--- src/rtl/ahb_pkg.sv ---
// Shared AHB-Lite encodings for the boot-ROM arbiter slice: transfer types,
// responses, burst codes, bus-owner encoding and the packed control bundle.
package ahb_pkg;

  typedef enum logic [1:0] {
    HtransIdle   = 2'b00,
    HtransBusy   = 2'b01,
    HtransNonseq = 2'b10,
    HtransSeq    = 2'b11
  } htrans_e;

  localparam logic HrespOkay  = 1'b0;
  localparam logic HrespError = 1'b1;

  typedef enum logic [2:0] {
    HburstSingle = 3'd0,
    HburstIncr   = 3'd1,
    HburstWrap4  = 3'd2,
    HburstIncr4  = 3'd3,
    HburstWrap8  = 3'd4,
    HburstIncr8  = 3'd5,
    HburstWrap16 = 3'd6,
    HburstIncr16 = 3'd7
  } hburst_e;

  typedef enum logic [1:0] {
    OwnNone = 2'd0,
    OwnM0   = 2'd1,
    OwnM1   = 2'd2
  } owner_e;

  // Address-phase control, excluding the address itself.
  typedef struct packed {
    logic [1:0] htrans;
    logic       hwrite;
    logic [2:0] hsize;
    logic [2:0] hburst;
    logic       hmastlock;
  } ahb_ctrl_t;

  // NONSEQ or SEQ: a transfer that needs the slave.
  function automatic logic is_xfer(input logic [1:0] htrans);
    return (htrans == HtransNonseq) || (htrans == HtransSeq);
  endfunction

  // SEQ or BUSY: the master is mid-burst and must keep the bus.
  function automatic logic is_burst_cont(input logic [1:0] htrans);
    return (htrans == HtransSeq) || (htrans == HtransBusy);
  endfunction

endpackage

--- src/rtl/ahb_arb_req_latch.sv ---
// Per-master pending-request buffer. Captures an address phase the master
// believes was accepted while another master held the bus, and the write
// data driven in the following cycle, then releases it once replayed.
module ahb_arb_req_latch
  import ahb_pkg::*;
#(
  parameter int unsigned ADDR_W = 32,
  parameter int unsigned DATA_W = 32
) (
  input  logic              HCLK,
  input  logic              HRESETn,
  input  logic              hready,
  input  logic              granted,
  input  logic              slave_ready,
  input  logic [ADDR_W-1:0] haddr,
  input  ahb_ctrl_t         ctrl,
  input  logic [DATA_W-1:0] hwdata,
  output logic              pend_valid,
  output logic [ADDR_W-1:0] pend_haddr,
  output ahb_ctrl_t         pend_ctrl,
  output logic [DATA_W-1:0] pend_hwdata
);

  logic              valid_q;
  logic [ADDR_W-1:0] haddr_q;
  ahb_ctrl_t         ctrl_q;
  logic [DATA_W-1:0] wdata_q;
  logic              wcap_q;
  logic              capture;
  logic              clear;

  // Only a real transfer that lost arbitration but saw HREADY high is buffered.
  assign capture = hready && !granted && !valid_q && is_xfer(ctrl.htrans);
  assign clear   = granted && valid_q && slave_ready;

  // Pending address/control and the write data of its (stalled) data cycle.
  always_ff @(posedge HCLK or negedge HRESETn) begin
    if (!HRESETn) begin
      valid_q <= 1'b0;
      haddr_q <= '0;
      ctrl_q  <= '0;
      wdata_q <= '0;
      wcap_q  <= 1'b0;
    end else begin
      if (capture) begin
        valid_q <= 1'b1;
        haddr_q <= haddr;
        ctrl_q  <= ctrl;
      end else if (clear) begin
        valid_q <= 1'b0;
      end
      wcap_q <= capture;
      if (wcap_q) begin
        wdata_q <= hwdata;
      end
    end
  end

  assign pend_valid  = valid_q;
  assign pend_haddr  = haddr_q;
  assign pend_ctrl   = ctrl_q;
  assign pend_hwdata = wdata_q;

endmodule

--- src/rtl/ahb_rom_arbiter.sv ---
// Two-master AHB-Lite arbiter in front of the boot ROM (M0 = CPU fetch,
// M1 = DMA/debug). Grants in the same cycle, buffers the losing master's
// address phase and replays it later, and routes data-phase responses back
// to the data-phase owner only.
// Build option: define ARB_ROUND_ROBIN_EN for round-robin tie breaking;
// otherwise M0 wins every tie.
module ahb_rom_arbiter
  import ahb_pkg::*;
#(
  parameter int unsigned ADDR_W  = 32,
  parameter int unsigned DATA_W  = 32,
  parameter bit          PARK_M0 = 1'b1
) (
  input  logic              HCLK,
  input  logic              HRESETn,
  input  logic [ADDR_W-1:0] M0_HADDR,
  input  logic [1:0]        M0_HTRANS,
  input  logic              M0_HWRITE,
  input  logic [2:0]        M0_HSIZE,
  input  logic [2:0]        M0_HBURST,
  input  logic              M0_HMASTLOCK,
  input  logic [DATA_W-1:0] M0_HWDATA,
  output logic [DATA_W-1:0] M0_HRDATA,
  output logic              M0_HREADY,
  output logic              M0_HRESP,
  input  logic [ADDR_W-1:0] M1_HADDR,
  input  logic [1:0]        M1_HTRANS,
  input  logic              M1_HWRITE,
  input  logic [2:0]        M1_HSIZE,
  input  logic [2:0]        M1_HBURST,
  input  logic              M1_HMASTLOCK,
  input  logic [DATA_W-1:0] M1_HWDATA,
  output logic [DATA_W-1:0] M1_HRDATA,
  output logic              M1_HREADY,
  output logic              M1_HRESP,
  output logic [ADDR_W-1:0] S_HADDR,
  output logic [1:0]        S_HTRANS,
  output logic              S_HWRITE,
  output logic [2:0]        S_HSIZE,
  output logic [2:0]        S_HBURST,
  output logic              S_HMASTLOCK,
  output logic [DATA_W-1:0] S_HWDATA,
  input  logic [DATA_W-1:0] S_HRDATA,
  input  logic              S_HREADYOUT,
  input  logic              S_HRESP
);

  owner_e            owner_q, downer_q, last_q, grant, park_m;
  logic              dreplay_q, replay, tie_m0, req0, req1;
  ahb_ctrl_t         m0_ctrl, m1_ctrl, sel_ctrl, m0_pend_ctrl, m1_pend_ctrl;
  logic [ADDR_W-1:0] sel_addr, m0_pend_addr, m1_pend_addr;
  logic [DATA_W-1:0] m0_pend_wdata, m1_pend_wdata;
  logic              m0_pend, m1_pend;

  assign m0_ctrl = {M0_HTRANS, M0_HWRITE, M0_HSIZE, M0_HBURST, M0_HMASTLOCK};
  assign m1_ctrl = {M1_HTRANS, M1_HWRITE, M1_HSIZE, M1_HBURST, M1_HMASTLOCK};
  assign req0    = m0_pend || is_xfer(M0_HTRANS);
  assign req1    = m1_pend || is_xfer(M1_HTRANS);
  assign park_m  = PARK_M0 ? OwnM0 : last_q;

`ifdef ARB_ROUND_ROBIN_EN
  logic rr_q;  // 0: M0 preferred on a tie, 1: M1 preferred

  // Round-robin pointer steps past whoever wins a NONSEQ address phase.
  always_ff @(posedge HCLK or negedge HRESETn) begin
    if (!HRESETn) begin
      rr_q <= 1'b0;
    end else if (S_HREADYOUT && (sel_ctrl.htrans == HtransNonseq)) begin
      rr_q <= (grant == OwnM0);
    end
  end

  assign tie_m0 = !rr_q;
`else
  assign tie_m0 = 1'b1;
`endif

  // Same-cycle grant: bursts and locked sequences keep the bus, else arbitrate.
  always_comb begin
    grant = OwnNone;
    if (owner_q == OwnM0 && (is_burst_cont(M0_HTRANS) || M0_HMASTLOCK)) begin
      grant = OwnM0;
    end else if (owner_q == OwnM1 && (is_burst_cont(M1_HTRANS) || M1_HMASTLOCK)) begin
      grant = OwnM1;
    end else if (req0 && req1) begin
      grant = tie_m0 ? OwnM0 : OwnM1;
    end else if (req0) begin
      grant = OwnM0;
    end else if (req1) begin
      grant = OwnM1;
    end
  end

  // Slave address phase source: pending buffer, live master, or parked idle.
  always_comb begin
    sel_addr = '0;
    sel_ctrl = '0;
    replay   = 1'b0;
    unique case (grant)
      OwnM0: begin
        replay   = m0_pend;
        sel_addr = m0_pend ? m0_pend_addr : M0_HADDR;
        sel_ctrl = m0_pend ? m0_pend_ctrl : m0_ctrl;
      end
      OwnM1: begin
        replay   = m1_pend;
        sel_addr = m1_pend ? m1_pend_addr : M1_HADDR;
        sel_ctrl = m1_pend ? m1_pend_ctrl : m1_ctrl;
      end
      default: begin
        sel_addr = (park_m == OwnM0) ? M0_HADDR :
                   (park_m == OwnM1) ? M1_HADDR : '0;
      end
    endcase
  end

  assign S_HADDR = sel_addr;
  assign {S_HTRANS, S_HWRITE, S_HSIZE, S_HBURST, S_HMASTLOCK} = sel_ctrl;

  // Arbiter state, data-phase owner and park history advance on slave ready.
  always_ff @(posedge HCLK or negedge HRESETn) begin
    if (!HRESETn) begin
      owner_q   <= OwnNone;
      downer_q  <= OwnNone;
      last_q    <= OwnNone;
      dreplay_q <= 1'b0;
    end else if (S_HREADYOUT) begin
      owner_q   <= grant;
      downer_q  <= is_xfer(sel_ctrl.htrans) ? grant : OwnNone;
      dreplay_q <= replay && is_xfer(sel_ctrl.htrans);
      if (grant != OwnNone) begin
        last_q <= grant;
      end
    end
  end

  // Pending masters stall; masters on the slave follow it; others run free.
  always_comb begin
    M0_HREADY = 1'b1;
    M1_HREADY = 1'b1;
    if (m0_pend) begin
      M0_HREADY = 1'b0;
    end else if (downer_q == OwnM0 || grant == OwnM0) begin
      M0_HREADY = S_HREADYOUT;
    end
    if (m1_pend) begin
      M1_HREADY = 1'b0;
    end else if (downer_q == OwnM1 || grant == OwnM1) begin
      M1_HREADY = S_HREADYOUT;
    end
  end

  // Data-phase routing: read data/response to the owner, write data from it.
  always_comb begin
    M0_HRDATA = (downer_q == OwnM0) ? S_HRDATA : '0;
    M1_HRDATA = (downer_q == OwnM1) ? S_HRDATA : '0;
    M0_HRESP  = (downer_q == OwnM0) ? S_HRESP : HrespOkay;
    M1_HRESP  = (downer_q == OwnM1) ? S_HRESP : HrespOkay;
    unique case (downer_q)
      OwnM0:   S_HWDATA = dreplay_q ? m0_pend_wdata : M0_HWDATA;
      OwnM1:   S_HWDATA = dreplay_q ? m1_pend_wdata : M1_HWDATA;
      default: S_HWDATA = '0;
    endcase
  end

  ahb_arb_req_latch #(
    .ADDR_W(ADDR_W),
    .DATA_W(DATA_W)
  ) u_m0_latch (
    .HCLK        (HCLK),
    .HRESETn     (HRESETn),
    .hready      (M0_HREADY),
    .granted     (grant == OwnM0),
    .slave_ready (S_HREADYOUT),
    .haddr       (M0_HADDR),
    .ctrl        (m0_ctrl),
    .hwdata      (M0_HWDATA),
    .pend_valid  (m0_pend),
    .pend_haddr  (m0_pend_addr),
    .pend_ctrl   (m0_pend_ctrl),
    .pend_hwdata (m0_pend_wdata)
  );

  ahb_arb_req_latch #(
    .ADDR_W(ADDR_W),
    .DATA_W(DATA_W)
  ) u_m1_latch (
    .HCLK        (HCLK),
    .HRESETn     (HRESETn),
    .hready      (M1_HREADY),
    .granted     (grant == OwnM1),
    .slave_ready (S_HREADYOUT),
    .haddr       (M1_HADDR),
    .ctrl        (m1_ctrl),
    .hwdata      (M1_HWDATA),
    .pend_valid  (m1_pend),
    .pend_haddr  (m1_pend_addr),
    .pend_ctrl   (m1_pend_ctrl),
    .pend_hwdata (m1_pend_wdata)
  );

endmodule

--- config.mk ---
export PLATFORM = sky130hd
export DESIGN_NAME = ahb_rom_arbiter
export DESIGN_NICKNAME = d
export VERILOG_FILES = /design/src/rtl/ahb_pkg.sv /design/src/rtl/ahb_arb_req_latch.sv /design/src/rtl/ahb_rom_arbiter.sv
export SDC_FILE = /design/constraint.sdc
export NUM_CORES = 1
export LEC_CHECK = 0
export BUFFER_PORTS_ARGS = -buffer_cell sky130_fd_sc_hd__buf_4
export CAP_MARGIN = 20
export CELL_PAD_IN_SITES_DETAIL_PLACEMENT = 0
export CELL_PAD_IN_SITES_GLOBAL_PLACEMENT = 2
export CORE_MARGIN = 3
export CORE_UTILIZATION = 33
export CTS_BUF_LIST = sky130_fd_sc_hd__clkbuf_4 sky130_fd_sc_hd__clkbuf_8
export CTS_CLUSTER_SIZE = 8
export DETAILED_ROUTE_END_ITERATION = 6
export MAX_ROUTING_LAYER = met4
export PLACE_DENSITY = 0.81
export SYNTH_ARGS = -nofsm -noshare
export SYNTH_HDL_FRONTEND = slang
export SYNTH_HIERARCHICAL = 1
export SYNTH_SLANG_ARGS = --single-unit
--- constraint.sdc ---
create_clock -name HCLK -period 3.95 [get_ports HCLK]
set_input_delay 0.79 -clock HCLK [delete_from_list [all_inputs] [get_ports HCLK]]
set_output_delay 0.79 -clock HCLK [all_outputs]
set_load 0.05 [all_outputs]
==> results.md <==
- Largest family of logic cells by synthesized area: multiplexers
- Power per cell area: about 740 nW/µm²
- Cell variety after synth: 35
- # IOs: 326
- Cell internal pwr: 5.01 mW
- Core area: between 20000 and 30000 µm²
- Clk pwr share: 13.3%
- Synth Area in Compound Gates: 10.7%
- Comb power frac: 60.8%
- Delay-heaviest family, CP: simple AND/OR/NAND/NOR gates
- Max-slew violation count: 0
- Hold Violations, Final: 0
- WL met2: 13100 µm
- Simple-gate area share of the yosys netlist: 8.78%
- DRT met1 WL: 13900 µm
- Avg WL per Cell: 19.9 µm
- Fin cells: 1470
- Outcome: complete, no violations
- Routed WL: 29200 µm
- WL met3: 1960 µm
- Worst Setup Start Kind: flop
- Crit-path max FO: 22
- Wire length of the first global-routing pass: 44600 µm
- Syn nets: 971
- First-pass DRT Iterations: 5
- Chip height: 177 µm
- Slowest cell on crit path: or3_1
- Diodes inserted: 0
- Highest Clock Rate: about 0.27 GHz
- Lkg Pwr: 6.09 nW
- Ys Warns: 6
- # nets final: 1268
- Die area: 31200 µm²
- Slew @ Worst Pin: between 1000 and 1500 ps
- Setup Crit Path Kind: flop to output pin
- Sequential area share after synthesis: 40.8%
- Final Power: 9.36 mW
- NetSw: ~4.4 mW
- Final WS setup: 190 ps
- Top-area cell type share of the netlist area: 40.8%
- Worst-path clk slew: 100 ps
- Net Sw Frac: 46.5%
- Post-synthesis sequential element count: 157
- Worst Hold Class: input pin to asynchronous set/reset pin
- Global placer's final weighted congestion: 0.716
- Avg Cell Area, Syn: 12.3 µm²
- Critical-path cell list: inv_1 -> or3_1 -> and2_1 -> ha_4 -> buf_12 -> nand2b_4 -> clkbuf_16 -> nor2_1 -> a221o_1 -> buf_4
- Final setup viols: 0
- IO Port Bufs: 325
- Via count: between 7k and 8k
- CP Data Required Time: ~3200 ps
- Crit. End Element: output pin
- Post-route ant nets: 0
- Top routing layer used: met4
- XOR/XNOR Fraction of Synth Area: 0%
- TritonCTS buffer count: 17
- Multiplexer share of the synthesized area: around 33%
- Gate Count Post-Synth: 783
- Netlist area before placement: 9620 µm²
- Initial antenna violation count: 0
- Fin crit share: 95.2%
- Row cnt: 61
- Hold buffer count at CTS: 0
- Die X-Extent: 177 µm
- DP Cell Count: 1436
- Starting Density: 34.1%
- Largest net degree at the start of global routing: 102
- CTS tree: done
- Setup Skew: 23.2 ps
- Max_cap viols: 0
- Clk_lat worst skew: 450 ps
- Final Util: 45.0%
- Reg-to-reg setup timing slack: approximately 950 ps
- H-tree depth: 4
- Share of layout cells above drive strength 1: 56.7%
- Worst VDD drop: 0.522 mV
- Root Buffer: clkbuf_8
- Vias in the first global route: 7658
- Remaining DRCs: 0
- Area share of fa/ha/maj cells after synthesis: 0.520%
- Vias per Instance: 4.99
- Hold slack: 455 ps
- RSZ-0062 raised after global routing: false
- Area leader, netlist: dfrtp_1
- 1st-iter DRT viols: 427
- Number of clock sinks: 157
- Worst rel slew slack: between 30% and 40%
- Worst EP arrival: about 3000 ps
- Delay of the slowest critical-path stage: between 400 and 500 ps
- GRT Util Overall: a little under a fifth
- Pre-CTS setup slack: -23.1 ps
- Min Tclk post-route: 3760 ps
- Dpl hpwl: 19300 µm
- Clk buf depth: 2
- Top cells by area, synth: dfrtp_1, mux2_2, mux2_4
- Layout area overhead: 32.2%
- Share of power burned in registers: 26.0%
- Setup bufs post-CTS: 0
- WP buf/inv: 4
- Total gr overflow: 0
## cell families after synthesis
kind of cell | count (synthesis)
adder cells (fa/ha/maj) | 4
AO/OA/AOI/OAI | 120
multiplexers | 262
buffers and inverters | 79
AND/OR/NAND/NOR | 161
flip-flops | 157
## worst register-to-register path, stage by stage, from the launching register on
cell and delay (ps):
dfrtp_1 400, or2b_2 340, o22ai_1 180, buf_4 160, nand2_1 60, ha_2 260, nor2_1 120, nor2_1 50
nor2_1 220, nor4bb_4 370, buf_12 340, mux2_2 410
## cell usage after synthesis
cell type	count
buf_4	4
nand2_1	3
or3_1	1
a221oi_2	1
nor2b_4	1
buf_6	10
nor4bb_4	2
mux2_2	149
dfrtp_1	157
clkbuf_8	3
o32ai_2	1
a221o_1	31
a22oi_1	42
buf_12	8
clkbuf_1	26
ha_1	4
or2_2	2
a21oi_1	3
a32o_1	1
o2bb2ai_1	1
inv_2	1
mux2i_1	33
buf_2	18
o31a_1	1
o32a_1	1
or2b_2	1
inv_1	9
nor2_1	82
a32oi_1	1
o22ai_1	4
mux2_1	4
mux2_4	76
a22o_1	33
nand2b_2	1
and2_1	68
## area by class of cell
class,instances,area (µm²)
clock buffers,19,249
inverters,10,37.5
multi-input cells,548,5160
fillers,2712,15500
repair buffers,346,2730
well taps,378,473
clock inverters,12,138
flip-flops and latches,157,3930
## power groups by stage
| stage | clock network (mW) | logic [mW] | registers, mW |
|---|---|---|---|
| floorplan | 0 | 4.19 | 2.35 |
| global placement | 0 | 5.56 | 2.44 |
| detailed placement | 0 | 5.60 | 2.45 |
| CTS | 1.30 | 5.72 | 2.43 |
| global route | 1.36 | 6.01 | 2.50 |
| finish | 1.24 | 5.69 | 2.43 |
## layout by cell type (no fill, tap or decap), types with 2 or more instances in the layout
cell / synthesis / routed
bufinv_16: 0 / 2
dfrtp_1: 157 / 155
inv_6: 0 / 4
mux2i_1: 33 / 33
a21oi_1: 3 / 3
inv_1: 9 / 9
mux2_1: 4 / 4
nor2b_4: 1 / 2
dfrtp_2: 0 / 2
nor4bb_4: 2 / 2
o22ai_1: 4 / 4
and2_1: 68 / 68
mux2_2: 149 / 149
buf_4: 4 / 336
clkbuf_4: 0 / 2
nor2_1: 82 / 82
ha_2: 0 / 3
or2_2: 2 / 2
a22oi_1: 42 / 42
mux2_4: 76 / 76
a221o_1: 31 / 31
clkbuf_8: 3 / 17
a22o_1: 33 / 33
clkinvlp_4: 0 / 5
nand2_1: 3 / 3
buf_12: 8 / 7
## per-stage QoR
step	area (µm²)	setup TNS, ps
2_1_floorplan	9620	0
3_3_place_gp	12200	-258
3_5_place_dp	12200	-178
4_1_cts	12700	0
5_1_grt	12700	0
6_report	12700	0
## metal layers
layer / up-vias / track usage, %
met1: 3660 / 25.9
met5: - / -
met3: 20 / 4.80
met4: 0 / 3.57
li1: 3449 / -
met2: 209 / 27.6
## registers in the layout, indices dropped and copies added, names as in the netlist, 2 cells and up
| name | count |
|---|---|
| owner_q | 2 |
| u_m0_latch/pend_hwdata | 32 |
| u_m1_latch/pend_hwdata | 32 |
| u_m0_latch/pend_haddr | 32 |
| u_m1_latch/pend_haddr | 32 |
| u_m0_latch/pend_ctrl | 10 |
| downer_q | 2 |
| u_m1_latch/pend_ctrl | 10 |
## repair_timing
action                                  in CTS  in global routing
gates cloned                                 2                  1
resized for setup                            3                  1
endpoints found under the setup margin      31                  1
pin swaps                                    0                  0
## worst paths after layout
kind	from	endpoint	cells past startpoint
worst max-delay path	owner_q[0]	S_HADDR[28]	10
worst min-delay path	HRESETn	u_m1_latch/pend_hwdata[5]	1
worst max register to register	owner_q[1]	u_m0_latch/pend_haddr[20]	11
worst min register to register	u_m1_latch/pend_ctrl[9]	u_m1_latch/pend_ctrl[9]	1
max in group asynchronous	HRESETn	u_m0_latch/pend_haddr[3]	2
min in group HCLK	u_m1_latch/pend_ctrl[9]	u_m1_latch/pend_ctrl[9]	1
(Power assumes the default switching activity.)
